==> config.mk <==
export PLATFORM = sky130hd
export DESIGN_NAME = wrap_count_monitor_flat
export DESIGN_NICKNAME = d
export VERILOG_FILES = /design/src/rtl/wrap_mon_pkg.sv /design/src/rtl/wrap_count_monitor_if.sv /design/src/rtl/wrap_count_monitor_exp_calc.sv /design/src/rtl/wrap_count_monitor.sv /design/src/flat_wrapper.sv
export SDC_FILE = /design/constraint.sdc
export NUM_CORES = 1
export LEC_CHECK = 0
export BUFFER_PORTS_ARGS = -buffer_cell sky130_fd_sc_hd__buf_2
export CAP_MARGIN = 30
export CORE_UTILIZATION = 53
export CTS_CLUSTER_DIAMETER = 150
export DETAILED_ROUTE_END_ITERATION = 10
export HOLD_SLACK_MARGIN = 0.03
export PLACE_DENSITY = 0.9
export SLEW_MARGIN = 30
export SYNTH_ARGS = -nofsm -noshare
export SYNTH_HDL_FRONTEND = slang
export SYNTH_HIERARCHICAL = 1
export SYNTH_SLANG_ARGS = --single-unit
==> constraint.sdc <==
create_clock -name clk -period 7.6 [get_ports clk]
set_input_delay 1.52 -clock clk [delete_from_list [all_inputs] [get_ports clk]]
set_output_delay 1.52 -clock clk [all_outputs]
set_load 0.02 [all_outputs]
==> src/rtl/wrap_mon_pkg.sv <==
// ---------------------------------------------------------------------------
// wrap_mon_pkg
// Shared types and constants for the wrap counter monitor.
//   state_t      : monitor FSM states (IDLE/TRACK/FAULT; encoding 3 unused)
//   CW           : width of the observed count value
//   WRAP_MAX     : largest legal count; the counter wraps after it
//   WRAP_RESTART : value the counter restarts at after WRAP_MAX
//   ERR_W        : width of the saturating error-event counter
//   WRAP_W       : width of the saturating legal-wrap counter
//   out_of_range : helper, true when a count exceeds WRAP_MAX
// ---------------------------------------------------------------------------
package wrap_mon_pkg;

    localparam int CW           = 11;
    localparam int WRAP_MAX     = 500;
    localparam int WRAP_RESTART = 1;
    localparam int ERR_W        = 8;
    localparam int WRAP_W       = 16;

    typedef enum logic [1:0] {
        IDLE  = 2'd0,
        TRACK = 2'd1,
        FAULT = 2'd2
    } state_t;

    function automatic logic out_of_range(input logic [CW-1:0] v);
        return v > CW'(WRAP_MAX);
    endfunction

endpackage

==> src/rtl/wrap_count_monitor_if.sv <==
// ---------------------------------------------------------------------------
// wrap_count_monitor_if
// Bundles the observed-counter inputs and the monitor result outputs.
//   selector  : increment strobe seen by the counter under observation
//   c         : count value produced by that counter
//   mon_en    : monitoring enable
//   clr_err   : request to leave FAULT
//   exp_c     : expected value of c this cycle
//   state     : monitor FSM state
//   range_err : one-cycle pulse, c exceeded WRAP_MAX
//   step_err  : one-cycle pulse, c differed from exp_c
//   fault     : high while in FAULT
//   err_cnt   : saturating count of error events
//   wrap_cnt  : saturating count of legal WRAP_MAX -> WRAP_RESTART wraps
// Modports: slave = the monitor, master = whoever drives the observed counter.
// ---------------------------------------------------------------------------
interface wrap_count_monitor_if;
    import wrap_mon_pkg::*;

    logic              selector;
    logic [CW-1:0]     c;
    logic              mon_en;
    logic              clr_err;
    logic [CW-1:0]     exp_c;
    logic [1:0]        state;
    logic              range_err;
    logic              step_err;
    logic              fault;
    logic [ERR_W-1:0]  err_cnt;
    logic [WRAP_W-1:0] wrap_cnt;

    modport slave (
        input  selector, c, mon_en, clr_err,
        output exp_c, state, range_err, step_err, fault, err_cnt, wrap_cnt
    );

    modport master (
        output selector, c, mon_en, clr_err,
        input  exp_c, state, range_err, step_err, fault, err_cnt, wrap_cnt
    );
endinterface

==> src/rtl/wrap_count_monitor_exp_calc.sv <==
// ---------------------------------------------------------------------------
// wrap_exp_calc
// Purely combinational prediction of the next count from last cycle's
// registered count and strobe.
//   c_q   : count value captured on the previous edge
//   sel_q : increment strobe captured on the previous edge
//   exp   : value the counter should show now
// ---------------------------------------------------------------------------
module wrap_exp_calc
    import wrap_mon_pkg::*;
(
    input  logic [CW-1:0] c_q,
    input  logic          sel_q,
    output logic [CW-1:0] exp
);

    always_comb begin
        exp = c_q;
        if (sel_q) begin
            if (c_q == CW'(WRAP_MAX)) begin
                exp = CW'(WRAP_RESTART);
            end else begin
                // plain 11-bit increment; overflow wraps naturally
                exp = c_q + CW'(1);
            end
        end
    end

endmodule

==> src/rtl/wrap_count_monitor.sv <==
// ---------------------------------------------------------------------------
// wrap_count_monitor
// Watches an external 1..500 wrap counter and flags illegal values (range)
// and illegal transitions (step). Errors push the FSM into FAULT, which is
// left only through clr_err with a legal count, or by dropping mon_en.
//   clk : single clock, rising edge
//   rst : asynchronous, active-low reset
//   mon : wrap_count_monitor_if.slave, all monitor inputs/outputs
// Optional feature: define WRAP_MON_WRAPCNT_EN to count legal 500->1 wraps;
// otherwise wrap_cnt is tied to zero.
// ---------------------------------------------------------------------------
module wrap_count_monitor
    import wrap_mon_pkg::*;
(
    input  logic                 clk,
    input  logic                 rst,
    wrap_count_monitor_if.slave  mon
);

    state_t           r_state;
    state_t           w_state_next;
    logic [CW-1:0]    r_c_q;
    logic             r_sel_q;
    logic             r_range_err;
    logic             r_step_err;
    logic [ERR_W-1:0] r_err_cnt;

    logic [CW-1:0]    w_exp_raw;
    logic             w_c_over;
    logic             w_step_mis;
    logic             w_range_next;
    logic             w_step_next;
    logic             w_err_inc;

    wrap_exp_calc u_exp_calc (
        .c_q   (r_c_q),
        .sel_q (r_sel_q),
        .exp   (w_exp_raw)
    );

    assign w_c_over   = out_of_range(mon.c);
    assign w_step_mis = (mon.c != w_exp_raw);

    // Next state and the error pulses to register on this edge.
    always_comb begin
        w_state_next = r_state;
        w_range_next = 1'b0;
        w_step_next  = 1'b0;
        w_err_inc    = 1'b0;
        if (!mon.mon_en) begin
            // disabling wins over clear requests and error detection
            w_state_next = IDLE;
        end else begin
            case (r_state)
                IDLE: begin
                    if (w_c_over) begin
                        w_state_next = FAULT;
                        w_range_next = 1'b1;
                        w_err_inc    = 1'b1;
                    end else begin
                        w_state_next = TRACK;
                    end
                end
                TRACK: begin
                    w_range_next = w_c_over;
                    w_step_next  = w_step_mis;
                    if (w_c_over || w_step_mis) begin
                        w_state_next = FAULT;
                        w_err_inc    = 1'b1;
                    end
                end
                FAULT: begin
                    if (mon.clr_err && !w_c_over) begin
                        w_state_next = TRACK;
                    end
                end
                default: begin
                    w_state_next = IDLE;
                end
            endcase
        end
    end

    always_ff @(posedge clk or negedge rst) begin
        if (!rst) begin
            r_state     <= IDLE;
            r_c_q       <= '0;
            r_sel_q     <= 1'b0;
            r_range_err <= 1'b0;
            r_step_err  <= 1'b0;
            r_err_cnt   <= '0;
        end else begin
            r_state     <= w_state_next;
            r_c_q       <= mon.c;
            r_sel_q     <= mon.selector;
            r_range_err <= w_range_next;
            r_step_err  <= w_step_next;
            if (w_err_inc && (r_err_cnt != '1)) begin
                r_err_cnt <= r_err_cnt + ERR_W'(1);
            end
        end
    end

`ifdef WRAP_MON_WRAPCNT_EN
    logic [WRAP_W-1:0] r_wrap_cnt;
    logic              w_wrap_inc;

    // A wrap is legal only on an error-free TRACK edge from 500 to 1.
    assign w_wrap_inc = mon.mon_en && (r_state == TRACK)
                        && !w_c_over && !w_step_mis
                        && r_sel_q && (r_c_q == CW'(WRAP_MAX))
                        && (mon.c == CW'(WRAP_RESTART));

    always_ff @(posedge clk or negedge rst) begin
        if (!rst) begin
            r_wrap_cnt <= '0;
        end else if (w_wrap_inc && (r_wrap_cnt != '1)) begin
            r_wrap_cnt <= r_wrap_cnt + WRAP_W'(1);
        end
    end

    assign mon.wrap_cnt = r_wrap_cnt;
`else
    assign mon.wrap_cnt = '0;
`endif

    assign mon.exp_c     = (r_state == IDLE) ? '0 : w_exp_raw;
    assign mon.state     = r_state;
    assign mon.range_err = r_range_err;
    assign mon.step_err  = r_step_err;
    assign mon.fault     = (r_state == FAULT);
    assign mon.err_cnt   = r_err_cnt;

endmodule

==> src/flat_wrapper.sv <==
// flat-port wrapper written by rule: the top's interface ports become plain ports
module wrap_count_monitor_flat import wrap_mon_pkg::*;
  (clk, rst, mon_selector, mon_c, mon_mon_en, mon_clr_err, mon_exp_c, mon_state, mon_range_err, mon_step_err, mon_fault, mon_err_cnt, mon_wrap_cnt);
  wrap_count_monitor_if mon_i ();
  input  logic clk;
  input  logic rst;
  input wire logic [$bits(mon_i.selector)-1:0] mon_selector;
  input wire logic [$bits(mon_i.c)-1:0] mon_c;
  input wire logic [$bits(mon_i.mon_en)-1:0] mon_mon_en;
  input wire logic [$bits(mon_i.clr_err)-1:0] mon_clr_err;
  output wire logic [$bits(mon_i.exp_c)-1:0] mon_exp_c;
  output wire logic [$bits(mon_i.state)-1:0] mon_state;
  output wire logic [$bits(mon_i.range_err)-1:0] mon_range_err;
  output wire logic [$bits(mon_i.step_err)-1:0] mon_step_err;
  output wire logic [$bits(mon_i.fault)-1:0] mon_fault;
  output wire logic [$bits(mon_i.err_cnt)-1:0] mon_err_cnt;
  output wire logic [$bits(mon_i.wrap_cnt)-1:0] mon_wrap_cnt;
  assign mon_i.selector = mon_selector;
  assign mon_i.c = mon_c;
  assign mon_i.mon_en = mon_mon_en;
  assign mon_i.clr_err = mon_clr_err;
  assign mon_exp_c = mon_i.exp_c;
  assign mon_state = mon_i.state;
  assign mon_range_err = mon_i.range_err;
  assign mon_step_err = mon_i.step_err;
  assign mon_fault = mon_i.fault;
  assign mon_err_cnt = mon_i.err_cnt;
  assign mon_wrap_cnt = mon_i.wrap_cnt;
  wrap_count_monitor u_core (.clk(clk), .rst(rst), .mon(mon_i));
endmodule
=== Word-level counts from Yosys, hierarchy flattened ===
Index checks and enable logic that the tools add are counted.

* Reduce and logical (&&, ||, !) cells: 6
* $add $sub $neg: 2
* Muxes and demuxes: 16
* Equal/unequal tests: 7
* Magnitude comparators: 1

{| class="wikitable"
|+ Operators by type and width
! cell !! number
|-
| $mux 11 || 3
|-
| $add 11x1->11 const B || 1
|-
| $eq 11x9->1 const B || 1
|-
| $gt 11x9->1 const B || 1
|-
| $ne 11x11->1 || 1
|-
| $add 8x1->8 const B || 1
|-
| $mux 2 || 4
|-
| $ne 8x8->1 const B || 1
|-
| $mux 1 || 6
|-
| $ne 3x2->1 const B || 2
|-
| $pmux 2 s3 || 1
|-
| $pmux 1 s2 || 2
|-
| $eq 2x1->1 const B || 1
|-
| $eq 2x2->1 const B || 1
|-
| $logic_and 1x1->1 || 2
|-
| $logic_not 2->1 || 1
|-
| $reduce_and 2->1 || 1
|-
| $logic_not 1->1 || 1
|-
| $logic_or 1x1->1 || 1
|}

* Input bits: 16
* Register bits after elaboration: 24

=== Logic depth before layout (Yosys ltp) ===
* Depth after elaboration: 9
* Depth in mapped cells: 12
* Gate-level depth less buffers: 11

=== Cells and area by module ===
Netlist, hierarchy kept.

{| class="wikitable"
|+ Modules (own cells, without submodules)
! module !! instances !! cells each !! area each (um^2)
|-
| wrap_count_monitor || 1 || 109 || 1227.4
|-
| wrap_exp_calc || 1 || 55 || 346.6
|}

=== Worst setup path before layout ===
OpenSTA, ideal clock, no wires.

* Kind: register to output
* Start point: register u_core.r_c_q[0]
* End point: output port mon_exp_c[0]
* Slack: 4.192 ns
* Path buffers: 1
* Data required time: 6.080 ns
* Data arrival time: 1.888 ns
* Cell stages (with the launch flop): 8
* Cell sequence: dfrtp_1 -> inv_1 -> ha_1 -> or4b_1 -> buf_2 -> o311ai_2 -> o21a_1 -> nor2b_1

* Longest elaborated chain between the ends: 4

{| class="wikitable"
|+ RTL lines
! what !! RTL line !! source
|-
| start: declaration || wrap_count_monitor.sv:22 || <nowiki>logic [CW-1:0] r_c_q;</nowiki>
|-
| start signal: assignment || wrap_count_monitor.sv:94 || <nowiki>r_c_q <= mon.c;</nowiki>
|-
| $add 11x1->11 / $eq 11x9->1 (equally long branches) || wrap_count_monitor_exp_calc.sv:24, wrap_count_monitor_exp_calc.sv:20 ||
|-
| $mux 11 || wrap_count_monitor_exp_calc.sv:20 || <nowiki>if (c_q == CW'(WRAP_MAX)) begin</nowiki>
|-
| $mux 11 (*) || wrap_count_monitor_exp_calc.sv:19 || <nowiki>if (sel_q) begin</nowiki>
|-
| net u_core.w_exp_raw[0] || wrap_count_monitor.sv:28 || <nowiki>logic [CW-1:0] w_exp_raw;</nowiki>
|-
| $mux 11 (*) || wrap_count_monitor.sv:127 || <nowiki>assign mon.exp_c = (r_state == IDLE) ? '0 : w_exp_raw;</nowiki>
|-
| end: declaration || flat_wrapper.sv:11 || <nowiki>output wire logic [$bits(mon_i.exp_c)-1:0] mon_exp_c;</nowiki>
|}

The timed path passes the listed nets; every way through them passes the cells marked *.

=== Worst setup path in the final report ===
* Start point: register u_core.r_c_q[0]
* End point: output port mon_exp_c[1]

* Longest elaborated chain between the ends: 4

{| class="wikitable"
|+ RTL lines
! what !! RTL line
|-
| $add 11x1->11 / $eq 11x9->1 (equally long branches) || wrap_count_monitor_exp_calc.sv:24, wrap_count_monitor_exp_calc.sv:20
|-
| $mux 11 (*) || wrap_count_monitor_exp_calc.sv:20
|-
| $mux 11 (*) || wrap_count_monitor_exp_calc.sv:19
|-
| net u_core.w_exp_raw[1] || wrap_count_monitor.sv:28
|-
| $mux 11 (*) || wrap_count_monitor.sv:127
|}

Marked as above.

==> summary.md <==
| Metric | Value |
|---|---|
| Maximum buffer depth of the clock tree | `2` |
| Largest family of logic cells by synthesized area | `simple AND/OR/NAND/NOR gates` |
| Worst Path Max Fanout | `7` |
| Worst-Margin Slew | `around 740 ps` |
| Post-Route Skew | `3.02 ps` |
| Relative slew slack | `about 51%` |
| # DRC | `0` |
| Starting DRC count in detailed routing | `39` |
| Post-Layout Cell Count | `234` |
| Simple-gate share of the synthesized area | `22.9%` |
| Fill cells | `249` |
| Hold crit path type | `register to register` |
| Peak supply drop | `between 0.2 and 0.25 mV` |
| Final Max Slew Viols | `0` |
| Antenna Cells | `0` |
| Dpl ws | `4020 ps` |
| CTS buffer count | `3` |
| Number of cells upsized or downsized after cts | `0` |
| Initial Utilization | `56.6%` |
| Period utilisation layout | `52.4%` |
| Crit path kind | `register to output port` |
| Total Power | `0.000391 W` |
| Adder-cell share of the synthesized area | `roughly 2.4%` |
| Seq/Total Area, Yosys | `a little under two fifths` |
| CTS hold repair buffers | `0` |
| Status | `complete, no violations` |
| Max-cap violations | `0` |
| Area grow syn2layout | `13.3%` |
| Setup TNS | `0 ps` |
| Storage cell area | `601 µm²` |
| RSZ-0062 raised after global routing | `no` |
| CTS tree | `built` |
| Placed inst area | `about 0.0017 mm²` |
| Yosys top cell area share | `38.2%` |
| Total vias in the final route | `1300` |
| Top cells by area, synth | `dfrtp_1 38%, xnor2_1 8.9%, buf_4 7.6%` |
| Number of synthesized flops with an enable pin | `0` |
| H-tree lvl count | `1` |
| RePlAce Congestion | `0.911` |
| Post-DR wirelength/cell | `between 10 and 15 µm` |
| Rows | `19` |
| Avg Cell Area, Syn | `9.60 µm²` |
| Power per cell area | `219 mW/mm²` |
| Post-synthesis cell count | `164` |
| Clock Tree Root | `clkbuf_4` |
| Post-layout min period | `3980 ps` |
| First-pass GRT wire length | `~5100 µm` |
| Vias in the first global route | `approximately 1200` |
| Core footprint | `0.00278 mm²` |
| Synth Area in Compound Gates | `13.1%` |
| CTS clk-pin slew, worst paths | `around 130 ps` |
| Async SR Flop Fraction | `100%` |
| CP Launch Type | `register` |
| YS warnings | `6` |
| Fmax | `0.251 GHz` |
| Tot GR Track Use | `20.5%` |
| Count of final setup violators | `0` |
| Mux cell area share after synthesis | `2.23%` |
| Flops & latches, synth | `24` |
| Multi-input combinational cell area | `866 µm²` |
| Synth unique cells | `43` |
| Drt pass-1 iters | `5` |
| HPWL after detailed placement | `approximately 2500 µm` |
| Worst endpoint required time | `6080 ps` |
| WL final | `3100 µm` |
| Die X-Extent | `56.5 µm` |
| Crit path arrival time | `between 2000 and 2500 ps` |
| Final antenna-violating net count | `0` |
| Setup ws final | `3620 ps` |
| Grt total ovfl | `0` |
| Placed cells | `230` |
| Initial antenna violation count | `0` |
| Clk sinks | `24` |
| Main flop type after synthesis | `dfrtp_1` |
| Die footprint | `0.00319 mm²` |
| Largest net degree at the start of global routing | `25` |
| Vias per cell | `5.56` |
| Synth Cell Area | `0.00157 mm²` |
| Setup crit end kind | `output port` |
| Clock Latency Late Sink | `310 ps` |
| Final nets | `around 220` |
| Final hold violation count | `0` |
| Layout cells sized above 1 | `about a quarter` |
| Port buffer count | `39` |
| Final Instance Area | `between 0.0015 and 0.002 mm²` |
| Post-CTS Setup Bufs | `0` |
| Die H | `56.5 µm` |
| Leak | `0.830 nW` |
| Post-Synth XOR/XNOR Area | `10.6%` |
| Top Ports | `56` |
| Yosys top cell by area | `dfrtp_1` |
[worst max-delay path, cell delays in order (launching register included)]
cell and delay [ps]:
dfrtp_1 460, inv_1 90, ha_1 140, or4b_1 600
nor4_2 380, nor2_1 140, nor2b_1 150, buf_2 190
[report_power, final]
| group | total (W) | switching [W] | internal, W |
|---|---|---|---|
| sequential | 0.000172 | 0.0000250 | 0.000147 |
| combinational | 0.000128 | 0.0000778 | 0.0000499 |
| clock | 0.0000906 | 0.0000373 | 0.0000533 |
| total | 0.000391 | 0.000140 | 0.000250 |
[final timing paths]
kind                                         end                  start  cells past startpoint  slack, ps
min in group asynchronous  u_core/mon.err_cnt[5]                    rst                      1       1150
setup reg to reg           u_core/mon.err_cnt[1]        u_core/r_c_q[0]                     10       4490
max in group asynchronous  u_core/mon.err_cnt[6]                    rst                      1       6110
hold reg to reg            u_core/mon.err_cnt[5]  u_core/mon.err_cnt[5]                      1        500
setup / recovery                    mon_exp_c[1]        u_core/r_c_q[0]                      7       3620
hold / removal             u_core/mon.err_cnt[5]  u_core/mon.err_cnt[5]                      1        500
[metal layers]
layer	global-route usage [%]	up-vias	part of all wire, %
met5	0	-	0
met4	10.1	0	2.4
met3	3.46	8	8.0
met2	31.4	67	47
met1	28.1	606	43
li1	-	619	-
[registers in the layout, summed over array words and instances, names as in the netlist]
signal / count
u_core/r_sel_q: 1
u_core/mon.step_err: 1
u_core/mon.state: 2
u_core/r_c_q: 11
u_core/mon.err_cnt: 8
u_core/mon.range_err: 1
[through the flow]
stage | utilization, % | hold slack, ps
after floorplan | - | 601
after global placement | 62.2 | 487
after detailed placement | 62.2 | 490
after CTS | 64.1 | 508
after global routing | 64.1 | 538
final | 64.1 | 500
[cell type report]
type                       instances  share of cell area [%]
sequential                        24                    33.7
multi-input combinational        128                    48.6
clock buffer                       3                    1.26
clock inverter                     1                    1.68
tap                               31                    2.18
timing repair buffer              39                    10.9
inverter                           8                    1.68
[cells by family (layout without fill, tap and decap cells)]
| group | after synthesis | in the layout |
|---|---|---|
| XOR/XNOR | 19 | 19 |
| adder cells (fa/ha/maj) | 3 | 3 |
| AO/OA/AOI/OAI | 24 | 24 |
| other | 1 | 16 |
| multiplexers | 3 | 3 |
| AND/OR/NAND/NOR | 63 | 63 |
| buffers and inverters | 27 | 51 |
| flip-flops | 24 | 24 |
[cell usage after synthesis, types with 3 or more instances]
master    count
dfrtp_1      24
nand4_1       6
nand2b_1      4
buf_4        16
nor3_1        3
nand3_1       6
o21ai_1       4
a21oi_1       6
ha_1          3
inv_1         8
nor2b_1      13
nand2_1      13
xnor2_1      16
xor2_1        3
nor2_1        6
[layout by cell type (no fill, tap or decap), drive strengths merged, types with 2 or more instances in the layout]
cell type  synthesis  layout
a21oi              7       7
buf               18      39
clkbuf             1       3
conb               1      16
dfrtp             24      24
ha                 3       3
inv                8       8
mux2i              2       2
nand2             13      13
nand2b             4       4
nand3              7       7
nand4              7       7
nor2               6       6
nor2b             13      13
nor3               3       3
nor4               2       2
o211ai             2       2
o21ai              5       5
o311ai             2       2
o31ai              2       2
or3                2       2
or4                2       2
xnor2             16      16
xor2               3       3
Power figures use the tool's default switching activity.
